[src/rtl/interval_timer_ctrl.sv]
// rtl/interval_timer_ctrl.sv - programmable interval timer sequencing a counter instance
// Optional pause input when INTERVAL_TIMER_PAUSE_EN is defined.

module counter #(
  parameter int Width = 32
) (
  input  logic             clock,
  input  logic             reset,
  input  logic             clear,
  input  logic             go,
  output logic [Width-1:0] count
);

  always_ff @(posedge clock or negedge reset) begin
    if (!reset) begin
      count <= '0;
    end else if (clear) begin
      count <= '0;
    end else if (go) begin
      count <= count + 1'b1;
    end
  end

endmodule

module interval_timer_ctrl #(
  parameter int Width         = 32,
  parameter int PrescaleWidth = 8
) (
  input  logic                     clock,
  input  logic                     reset,
  input  logic                     start,
  input  logic                     stop,
  input  logic                     periodic,
  input  logic [Width-1:0]         limit,
  input  logic [PrescaleWidth-1:0] prescale,
`ifdef INTERVAL_TIMER_PAUSE_EN
  input  logic                     pause,
`endif
  output logic                     busy,
  output logic                     done,
  output logic                     tick,
  output logic [Width-1:0]         count
);

  typedef enum logic [1:0] {
    IDLE = 2'd0,
    RUN  = 2'd1,
    DONE = 2'd2
  } state_t;

  state_t                   state;
  logic [PrescaleWidth-1:0] psc;
  logic [PrescaleWidth-1:0] prescale_l;
  logic [Width-1:0]         limit_l;
  logic                     periodic_l;

  logic advance;
  logic pevent;
  logic expiry;
  logic cnt_go;
  logic cnt_clear;

`ifdef INTERVAL_TIMER_PAUSE_EN
  assign advance = !pause;
`else
  assign advance = 1'b1;
`endif

  assign pevent = (state == RUN) && advance && (psc == prescale_l);
  assign expiry = pevent && (count == limit_l);
  assign cnt_go = pevent && !expiry && !stop;

  // Count sits at zero in IDLE and is cleared on every transition into a fresh interval.
  always_comb begin
    cnt_clear = 1'b0;
    case (state)
      IDLE:    cnt_clear = 1'b1;
      RUN:     cnt_clear = stop || (expiry && periodic_l);
      DONE:    cnt_clear = start || stop;
      default: cnt_clear = 1'b1;
    endcase
  end

  counter #(.Width(Width)) u_counter (
    .clock (clock),
    .reset (reset),
    .clear (cnt_clear),
    .go    (cnt_go),
    .count (count)
  );

  always_ff @(posedge clock or negedge reset) begin
    if (!reset) begin
      state      <= IDLE;
      busy       <= 1'b0;
      done       <= 1'b0;
      tick       <= 1'b0;
      psc        <= '0;
      prescale_l <= '0;
      limit_l    <= '0;
      periodic_l <= 1'b0;
    end else begin
      tick <= 1'b0;
      case (state)
        IDLE: begin
          if (start && !stop) begin
            limit_l    <= limit;
            prescale_l <= prescale;
            periodic_l <= periodic;
            psc        <= '0;
            state      <= RUN;
            busy       <= 1'b1;
          end
        end
        RUN: begin
          if (stop) begin
            psc   <= '0;
            state <= IDLE;
            busy  <= 1'b0;
          end else if (advance) begin
            if (psc == prescale_l) begin
              psc <= '0;
              if (count == limit_l) begin
                tick <= 1'b1;
                if (!periodic_l) begin
                  state <= DONE;
                  busy  <= 1'b0;
                  done  <= 1'b1;
                end
              end
            end else begin
              psc <= psc + 1'b1;
            end
          end
        end
        DONE: begin
          if (stop) begin
            state <= IDLE;
            done  <= 1'b0;
          end else if (start) begin
            limit_l    <= limit;
            prescale_l <= prescale;
            periodic_l <= periodic;
            psc        <= '0;
            state      <= RUN;
            busy       <= 1'b1;
            done       <= 1'b0;
          end
        end
        default: begin
          state <= IDLE;
          busy  <= 1'b0;
          done  <= 1'b0;
          psc   <= '0;
        end
      endcase
    end
  end

endmodule

[config.mk]
export PLATFORM = sky130hd
export DESIGN_NAME = interval_timer_ctrl
export DESIGN_NICKNAME = d
export VERILOG_FILES = /design/src/rtl/interval_timer_ctrl.sv
export SDC_FILE = /design/constraint.sdc
export NUM_CORES = 1
export LEC_CHECK = 0
export CAP_MARGIN = 20
export CORE_MARGIN = 2
export CORE_UTILIZATION = 50
export DETAILED_ROUTE_END_ITERATION = 16
export PLACE_DENSITY_LB_ADDON = 0.2
export SLEW_MARGIN = 0
export SYNTH_ARGS = -nofsm -noshare
export SYNTH_HDL_FRONTEND = slang
export SYNTH_SLANG_ARGS = --single-unit
[constraint.sdc]
create_clock -name clock -period 2.6 [get_ports clock]
set_input_delay 0.52 -clock clock [delete_from_list [all_inputs] [get_ports clock]]
set_output_delay 0.52 -clock clock [all_outputs]
set_load 0.02 [all_outputs]
==> results.yml, run 1 <==
floorplanning:
  die_area_sq_mm: 0.00965
  placementRows: 34
  die_y_um: 98.2
  die_x_um: 98.2
  coreArea_sq_mm: 0.00868
  initial_core_util_pct: 51.2
  io_pins: 80
synth:
  syn_area_sq_mm: 0.00444
  synth_seq_cells: 86
  yosysWarnings: 0
  post_synth.cell_area_avg_sq_um: 10.6
  seq_area_frac_synth_pct: 48.5
  synth_fp_nets: 470
  synth_cell_types: 43
  synthSimpleGateAreaFrac_pct: 16.2
  synth_top_family_by_area: "simple AND/OR/NAND/NOR gates"
  synth_cells: 419
  synth_adder_area_share_pct: 1.69
  synth_compound_area_share_pct: 11.1
  synth_xor_xnor_area_share_pct: 9.47
  synth_mux_area_share_pct: 10.9
timing:
  setup_tns_ps: -61.1
  slew_headroom_pct: 53.9
  fin_ws_ps: -45.3
  skew_ps: 13.8
  finalSetupViolations: 3
  worst_pin_slew_ps: 684
  fmax_ghz: 0.378
  finalCriticalPeriod_ps: 2650
  hold_violations: 0
  rsz0062_at_grt: "yes"
  maxSlewViolCount: 0
  fin_crit_sh_pct: 102
setup_path:
  reg2reg_slack_ps: -50
  worst-path-max-fanout: 6
  crit_type: "reg -> reg"
  cp_data_arrival_time_ps: 2930
  r2r-end: "u_counter.count[27]"
  start_kind: "flip-flop"
  r2r_start: "prescale_l[6]"
  crit_required_ps: 2880
  endpoint_kind: "flip-flop"
  reg2reg_depth: 7
final_layout:
  drive_gt1_share_pct: 26.5
  nNetsFinal: 594
  final_common_cell: "dfrtp_1"
  final_util_pct: 69.6
  num-fill-cells: 673
  final_cell_mix: "dfrtp_1, clkdlybuf4s50_1, mux2_2, buf_4, xnor2_1"
  area_delta_synth_final_pct: 36.0
  antenna_cells: 0
route:
  antenna_left: 0
  routed_wl_um: 11600
  vias: 3805
  dr.pass1.iters: 4
  vias_per_cell: 5.80
  drtIter0Drc: 246
  drc: 0
  wl_per_cell_um: 17.7
clock_network:
  cts_buffers: 9
  clk_latency_ps: 360
  root_buffer: "clkbuf_8"
  cts.path.max_buffers: 2
  clock_sinks: 86
  htree_levels: 3
  cts_tree: "done"
  path_clk_slew_ps: 90
pwr:
  p_sw_mw: 1.43
  peakVddDrop_mv: 0.395
  combPwrFrac_pct: 31.3
  internal_power_mw: 2.93
  swShare_pct: 32.8
  pwr-share-clk_pct: 22.5
  p_per_area_mw_per_mm2: 721
  leakage_nw: 2.33
  p_seq_share_pct: 46.2
place:
  hpwl_um: 8520
  numPortBuffers: 79
  gp_congestion: 0.887
global_routing:
  grt_pass1_vias: 3747
  overflow: 0
  grt_max_degree: 57
  track_usage_pct: 24.0
  grt_first_pass_wirelength_um: 18400
  antenna_found_initial: 0
job:
  maxCapViolCount: 0
min_path:
  hp-class: "in -> async"
outcome:
  violations: "negative setup slack"
  status: "finished with violations"
==> kinds of logic (layout without fill, tap and decap cells) <==
kind of cell | count (synthesis) | in the layout
buf+inv | 24 | 153
fa+ha+maj | 6 | 6
mux | 43 | 43
simple gates | 130 | 130
flops | 86 | 86
xor+xnor | 48 | 48
compound gates | 82 | 82
==> per-stage QoR <==
step	total power, mW	hold slack [ps]	instances	setup WS [ps]	area [sq um]
5_1_grt	4.59	119	656	-109	6040
3_3_place_gp	3.23	487	633	29.9	5660
3_5_place_dp	3.30	487	633	-78.4	5660
2_1_floorplan	2.82	224	419	62.7	4440
6_report	4.36	91.7	656	-45.3	6040
4_1_cts	4.28	98.5	649	41.8	5870
==> area by class of cell <==
cell class                      count  area, sq um  share of cell area [%]
Inverter                           12         45.0                   0.746
Tap cell                          108          135                    2.24
Multi-Input combinational cell    309         2320                    38.4
Clock inverter                      6         70.1                    1.16
Timing Repair Buffer              125         1170                    19.5
Clock buffer                       10          138                    2.28
Sequential cell                    86         2160                    35.8
==> sequential cells by signal, summed over array words and instances (netlist names) <==
signal	flops
limit_l	32
u_counter.count	32
prescale_l	8
psc	8
state	2
busy	1
done	1
periodic_l	1
tick	1
==> layer usage <==
metal | GRT usage [%] | share of wire, % | vias up
met4 | 8.75 | 2.0 | 0
met3 | 3.36 | 6.0 | 19
met5 | 0 | 0 | -
met1 | 34.4 | 45 | 1868
met2 | 37.7 | 47 | 144
li1 | - | - | 1774
==> power groups by stage <==
stage	Combinational, mW	Clock (mW)	Sequential (mW)
after global routing	1.49	1.05	2.06
after floorplan	0.891	0	1.92
final	1.36	0.979	2.01
after global placement	1.23	0	2.00
after CTS	1.28	0.995	2.00
after detailed placement	1.27	0	2.03
==> what timing repair did <==
item                                    4_1_cts  5_1_grt
pin swaps                                     0       11
hold buffers                                  0        0
setup buffers                                 0        6
gates resized for setup                       1       31
endpoints found under the setup margin        3       15
cloned                                        0        1
==> worst max path at each step <==
stage	startpoint	endpoint	slack (ps)	cells after the start
floorplan	u_counter.count[7]	u_counter.count[30]	60	7
global placement	stop	u_counter.count[21]	30	8
detailed placement	stop	u_counter.count[21]	-80	8
CTS	prescale_l[7]	u_counter.count[21]	40	7
global route	prescale_l[6]	u_counter.count[27]	-110	7
finish	prescale_l[6]	u_counter.count[27]	-50	7
==> Yosys cell counts <==
cell type	count	area [sq um]
dfrtp_1	86	2150
buf_2	5	25.0
mux2_2	43	484
nand4_2	1	12.5
a21o_1	1	7.51
nand2_1	26	97.6
ha_1	6	75.1
nand3_1	9	45.0
o31ai_2	1	12.5
inv_1	12	45.0
a211oi_1	6	45.0
nor4_1	4	25.0
a211o_1	1	8.76
o31ai_1	11	82.6
and2_1	1	6.26
or4_4	1	11.3
clkbuf_1	6	22.5
a31oi_1	3	18.8
or2_4	1	8.76
nand4_1	16	100
o21ai_1	1	5.00
or2_2	1	6.26
a22o_1	1	8.76
or4b_2	1	10.0
nor2_1	26	97.6
xnor2_1	39	342
nor3_1	4	20.0
nor2b_1	3	18.8
a32o_1	1	10.0
o211ai_1	2	15.0
or3_1	10	62.6
a2111oi_0	1	8.76
clkbuf_2	1	5.00
and3_1	4	25.0
a21oi_2	1	8.76
o21ai_0	25	125
xor2_1	9	78.8
or3_2	4	30.0
nand3b_1	4	30.0
a21oi_1	27	135
or4_1	11	82.6
or4_2	2	17.5
nor4_2	1	12.5
==> worst max-delay path, cell delays in order, from the launching register on <==
cell,delay [ps]
dfrtp_1,420
xor2_2,200
or4_4,560
nor3_4,210
o211ai_1,280
buf_4,250
or4_4,510
a21oi_2,140
Power figures use the tool's default switching activity.
==> run 2, diff against run 1 <==
--- a/config.mk
+++ b/config.mk
@@ -9,8 +9,8 @@
 export CORE_MARGIN = 2
 export CORE_UTILIZATION = 50
 export DETAILED_ROUTE_END_ITERATION = 16
-export PLACE_DENSITY_LB_ADDON = 0.2
-export SLEW_MARGIN = 0
+export PLACE_DENSITY = 0.73
+export SLEW_MARGIN = 20
 export SYNTH_ARGS = -nofsm -noshare
 export SYNTH_HDL_FRONTEND = slang
 export SYNTH_SLANG_ARGS = --single-unit
==> run 2 against run 1 <==
The flow now finishes without violations; count of clock-buffer cells in the layout grew 2; non-clock buffer count shrank 15; sequential power is essentially flat; final cell count shrank 2.3%; highest routed layer unchanged; clock skew shrank 5.8 ps; largest power group unchanged; core utilization shrank 2.4 points; die area is the same; maximum frequency grew 4.9%.
==> results.yml, run 2 (synthesis results as in run 1) <==
final_layout:
  num-fill-cells: 700
  ff_latch_area_sq_mm: 0.00215
  drive_gt1_share_pct: 20.6
  top_regs: "limit_l: 32 flops, u_counter.count: 32 flops"
  final_cell_mix: "dfrtp_1, clkdlybuf4s50_1, mux2_2"
  antenna_cells: 0
  multi_input_area_sq_mm: 0.00223
  nNetsFinal: 579
  final_common_cell: "dfrtp_1"
  area_delta_synth_final_pct: 31.3
  final_cells: 641
pwr:
  p_sw_mw: 1.35
  internal_power_mw: 2.91
  swShare_pct: 31.7
  leakage_nw: 2.23
  combPwrFrac_pct: 30.1
  p_seq_share_pct: 46.6
  peakVddDrop_mv: 0.507
  power.total_mw: 4.26
  p_per_area_mw_per_mm2: 731
  pwr-share-clk_pct: 23.3
place:
  pre_cts_ws_ps: -62.1
  numPortBuffers: 79
  gp_congestion: 0.888
  hpwl_um: 8530
  placed_cells: 625
route:
  routed_wl_um: 11200
  antenna_left: 0
  drtIter0Drc: 279
  dr.pass1.iters: 5
  drc: 0
  vias_per_cell: 5.84
  vias: 3743
  wl_per_cell_um: 17.5
global_routing:
  busiest_layer: "met2"
  grtUsageMet3_pct: 3.58
  antenna_found_initial: 0
  grt_pass1_vias: 3612
  met2_usage_pct: 37.9
  gr-usage-met1_pct: 36.2
  track_usage_pct: 24.6
  overflow: 0
  grt_max_degree: 60
  grt_first_pass_wirelength_um: 18700
clock_network:
  clk_latency_ps: 360
  clock_sinks: 86
  path_clk_slew_ps: 80
  hold_buffers: 0
  cts_tree: "done"
  htree_levels: 3
  cts.path.max_buffers: 2
  root_buffer: "clkbuf_8"
  cts_buffers: 9
setup_path:
  critPathTopFamily: "simple AND/OR/NAND/NOR gates"
  crit_buf_inv: 1
  worst-path-max-fanout: 10
  endpoint_kind: "flip-flop"
  crit_type: "reg -> reg"
  crit_required_ps: 2890
  crit_chain: "xor2_1, or4_4, nor3_4, o211ai_1, buf_4, or4_2, a21oi_1"
  cp_data_arrival_time_ps: 2810
  start_kind: "flip-flop"
  slowest_stage: "or4_2"
  cpPeakStageDelay_ps: 640
timing:
  rsz0062_at_grt: "yes"
  fin_crit_sh_pct: 97.0
  maxSlewViolCount: 0
  skew_ps: 7.98
  finalCriticalPeriod_ps: 2520
  timing.hold.ws_ps: 66.5
  slew_headroom_pct: 52.6
  fmax_ghz: 0.397
  fin_ws_ps: 78.7
  hold_violations: 0
  worst_pin_slew_ps: 704
  finalSetupViolations: 0
floorplanning:
  io_pins: 80
  initial_core_util_pct: 51.2
  die_y_um: 98.2
  die_x_um: 98.2
  coreArea_sq_mm: 0.00868
  die_area_sq_mm: 0.00965
  placementRows: 34
min_path:
  hp-class: "in -> async"
outcome:
  status: "finished, final reports clean"
job:
  maxCapViolCount: 0
run 2: path summary, 6_finish.rpt:
check | from | endpoint | slack [ps] | depth (start not counted)
max | prescale_l[6] | u_counter.count[23] | 80 | 7
min | reset | prescale_l[0] | 70 | 1
max reg2reg | prescale_l[6] | u_counter.count[23] | 80 | 7
min reg2reg | limit_l[30] | limit_l[30] | 530 | 1
max in group asynchronous | reset | u_counter.count[29] | 1890 | 2
min in group clock | limit_l[30] | limit_l[30] | 530 | 1
run 2: stage by stage:
step | instance area, sq um | TNS [ps] | utilization [%]
2_1_floorplan | 4440 | 0 | -
3_3_place_gp | 5600 | -19.4 | 64.5
3_5_place_dp | 5600 | -103 | 64.5
4_1_cts | 5810 | 0 | 67.0
5_1_grt | 5830 | -53.7 | 67.2
6_report | 5830 | 0 | 67.2
run 2: metal layers:
| metal | wire, um | up-vias |
|---|---|---|
| met5 | 0 | - |
| met4 | 214 | 0 |
| met3 | 499 | 19 |
| met2 | 5290 | 128 |
| met1 | 5220 | 1856 |
| li1 | - | 1740 |
run 2: layout make-up:
cell class                 instances  share of cell area [%]
multi-input combinational        309                    38.2
sequential                        86                    36.9
timing repair buffer             110                    18.2
clock buffer                      12                    2.66
tap                              108                    2.32
clock inverter                     4                   0.944
inverter                          12                   0.772
run 2: what timing repair did:
action	in CTS	in global routing
gates cloned	0	0
resized for setup	1	5
endpoints found under the setup margin	2	3
setup buffers	0	0
pin swaps	0	1
run 2: power by group through the flow:
stage	Sequential [mW]	Clock [mW]	Combinational [mW]
floorplan	1.92	0	0.891
finish	1.99	0.992	1.28
detailed placement	2.02	0	1.26
global route	2.03	1.07	1.42
CTS	1.99	1.01	1.27
global placement	1.99	0	1.23
run 2: worst register-to-register path: cells and delay by family (launching register included):
kind                   cells  cell delay (ps)
flip-flops                 1              390
XOR/XNOR                   1              180
buffers and inverters      1              190
AO/OA/AOI/OAI              2              300
AND/OR/NAND/NOR            3             1390
==> run 3, diff against run 2 <==
--- a/config.mk
+++ b/config.mk
@@ -6,6 +6,7 @@
 export NUM_CORES = 1
 export LEC_CHECK = 0
 export CAP_MARGIN = 20
+export CORE_ASPECT_RATIO = 0.8
 export CORE_MARGIN = 2
 export CORE_UTILIZATION = 50
 export DETAILED_ROUTE_END_ITERATION = 16
==> run 3 against run 2 <==
Non-clock buffer count is 8 higher; hold slack improved by 64 ps; die area barely moved; flip-flop and latch count unchanged; register-to-register slack about the same; combinational power rose by 4%; critical path type unchanged.
==> results.yml, run 3 (synthesis results as in run 1) <==
pwr:
  peakVddDrop_mv: 0.426
  p_per_area_mw_per_mm2: 720
  leakage_nw: 2.28
route:
  drtIter0Drc: 311
  vias: 3769
  routed_wl_um: 11800
  drc: 0
  wl_per_cell_um: 18.0
  dr.pass1.iters: 5
  vias_per_cell: 5.77
  antenna_left: 0
setup_path:
  worst-path-max-fanout: 11
  reg2reg_slack_ps: 80
  crit_type: "reg -> reg"
  r2r_start: "prescale_l[3]"
  endpoint_kind: "flip-flop"
  critPathTopFamily: "simple AND/OR/NAND/NOR gates"
  crit_chain: "xor2_1, or4_4, nor3_4, o211ai_1, buf_4, or4_2, a21oi_2"
  reg2reg_depth: 7
  crit_buf_inv: 1
  r2r-end: "u_counter.count[23]"
  cp_data_arrival_time_ps: 2830
  start_kind: "flip-flop"
  startpoint: "prescale_l[3]"
  slowest_stage: "or4_2"
  cpPeakStageDelay_ps: 660
  crit_required_ps: 2910
final_layout:
  top_regs: "limit_l: 32 flops, u_counter.count: 32 flops"
  final_util_pct: 68.9
  num-fill-cells: 645
  antenna_cells: 0
  final_common_cell: "dfrtp_1"
  area_delta_synth_final_pct: 32.8
  drive_gt1_share_pct: 22.9
  final_cell_mix: "dfrtp_1, clkdlybuf4s50_1, mux2_2"
  multi_input_area_sq_mm: 0.00225
  ff_latch_area_sq_mm: 0.00215
  nNetsFinal: 587
clock_network:
  htree_levels: 3
  hold_buffers: 0
  clock_sinks: 86
  cts_tree: "done"
  clk_latency_ps: 370
  cts.path.max_buffers: 2
  root_buffer: "clkbuf_8"
  path_clk_slew_ps: 100
  cts_buffers: 9
global_routing:
  track_usage_pct: 25.6
  grt_first_pass_wirelength_um: 18500
  grt_max_degree: 45
  overflow: 0
  antenna_found_initial: 0
  grt_pass1_vias: 3514
floorplanning:
  placementRows: 30
  coreArea_sq_mm: 0.00856
  initial_core_util_pct: 51.9
  die_area_sq_mm: 0.00966
  die_x_um: 109
  io_pins: 80
  die_y_um: 88.3
timing:
  worst_pin_slew_ps: 754
  fmax_ghz: 0.396
  maxSlewViolCount: 0
  fin_crit_sh_pct: 97.0
  skew_ps: 15.1
  hold_violations: 0
  finalCriticalPeriod_ps: 2520
  slew_headroom_pct: 49.2
  finalSetupViolations: 0
  rsz0062_at_grt: "yes"
  fin_ws_ps: 77.7
place:
  pre_cts_ws_ps: -40.8
  numPortBuffers: 79
  gp_congestion: 0.880
  hpwl_um: 8850
job:
  maxCapViolCount: 0
min_path:
  hp-class: "in -> async"
outcome:
  status: "finished, final reports clean"
## run 3: timing repair
action / in CTS / in global routing
endpoints found under the setup margin: 1 / 14
buffers inserted: 0 / 1
pin swaps: 0 / 2
resized for setup: 1 / 10
## run 3: worst max-delay path by stage
stage                     endpoint  cells past startpoint  slack (ps)
2_1_floorplan  u_counter.count[30]                      7          60
4_1_cts        u_counter.count[23]                      7          50
6_report       u_counter.count[23]                      7          80
5_1_grt        u_counter.count[23]                      7         -30
3_3_place_gp   u_counter.count[23]                      8         0.7
3_5_place_dp   u_counter.count[23]                      8         -40
## run 3: layout make-up
cell class                 count  area share [%]
clock inverter                 7            1.06
timing repair buffer         118            19.0
tap                          112            2.38
multi-input combinational    309            38.2
inverter                      12           0.764
sequential                    86            36.5
clock buffer                   9            2.10
## run 3: worst register-to-register path, delay by kind of cell (launching register included)
family | cells | cell delay (ps)
simple gates | 3 | 1410
flops | 1 | 400
xor+xnor | 1 | 200
buf+inv | 1 | 190
compound gates | 2 | 270
## run 3: metal layers
layer | part of all wire (%) | up-vias | track usage (%)
met2 | 45 | 159 | 37.8
met3 | 7.9 | 13 | 5.38
met5 | 0 | - | 0
li1 | - | 1761 | -
met1 | 46 | 1836 | 38.5
met4 | 1.1 | 0 | 6.79
## run 3: power breakdown
| part | switching [mW] | internal (mW) |
|---|---|---|
| combinational | 0.598 | 0.728 |
| clock | 0.553 | 0.371 |
| sequential | 0.302 | 1.69 |
| total | 1.45 | 2.79 |
## run 3: through the flow
stage,total power [mW],std cells,TNS (ps),hold WS [ps],instance area [sq um]
finish,4.24,653,0,131,5900
detailed placement,3.29,636,-96.6,509,5660
global route,4.48,653,-31.6,164,5900
global placement,3.23,636,0,491,5660
floorplan,2.82,419,0,224,4440
CTS,4.21,652,0,144,5850
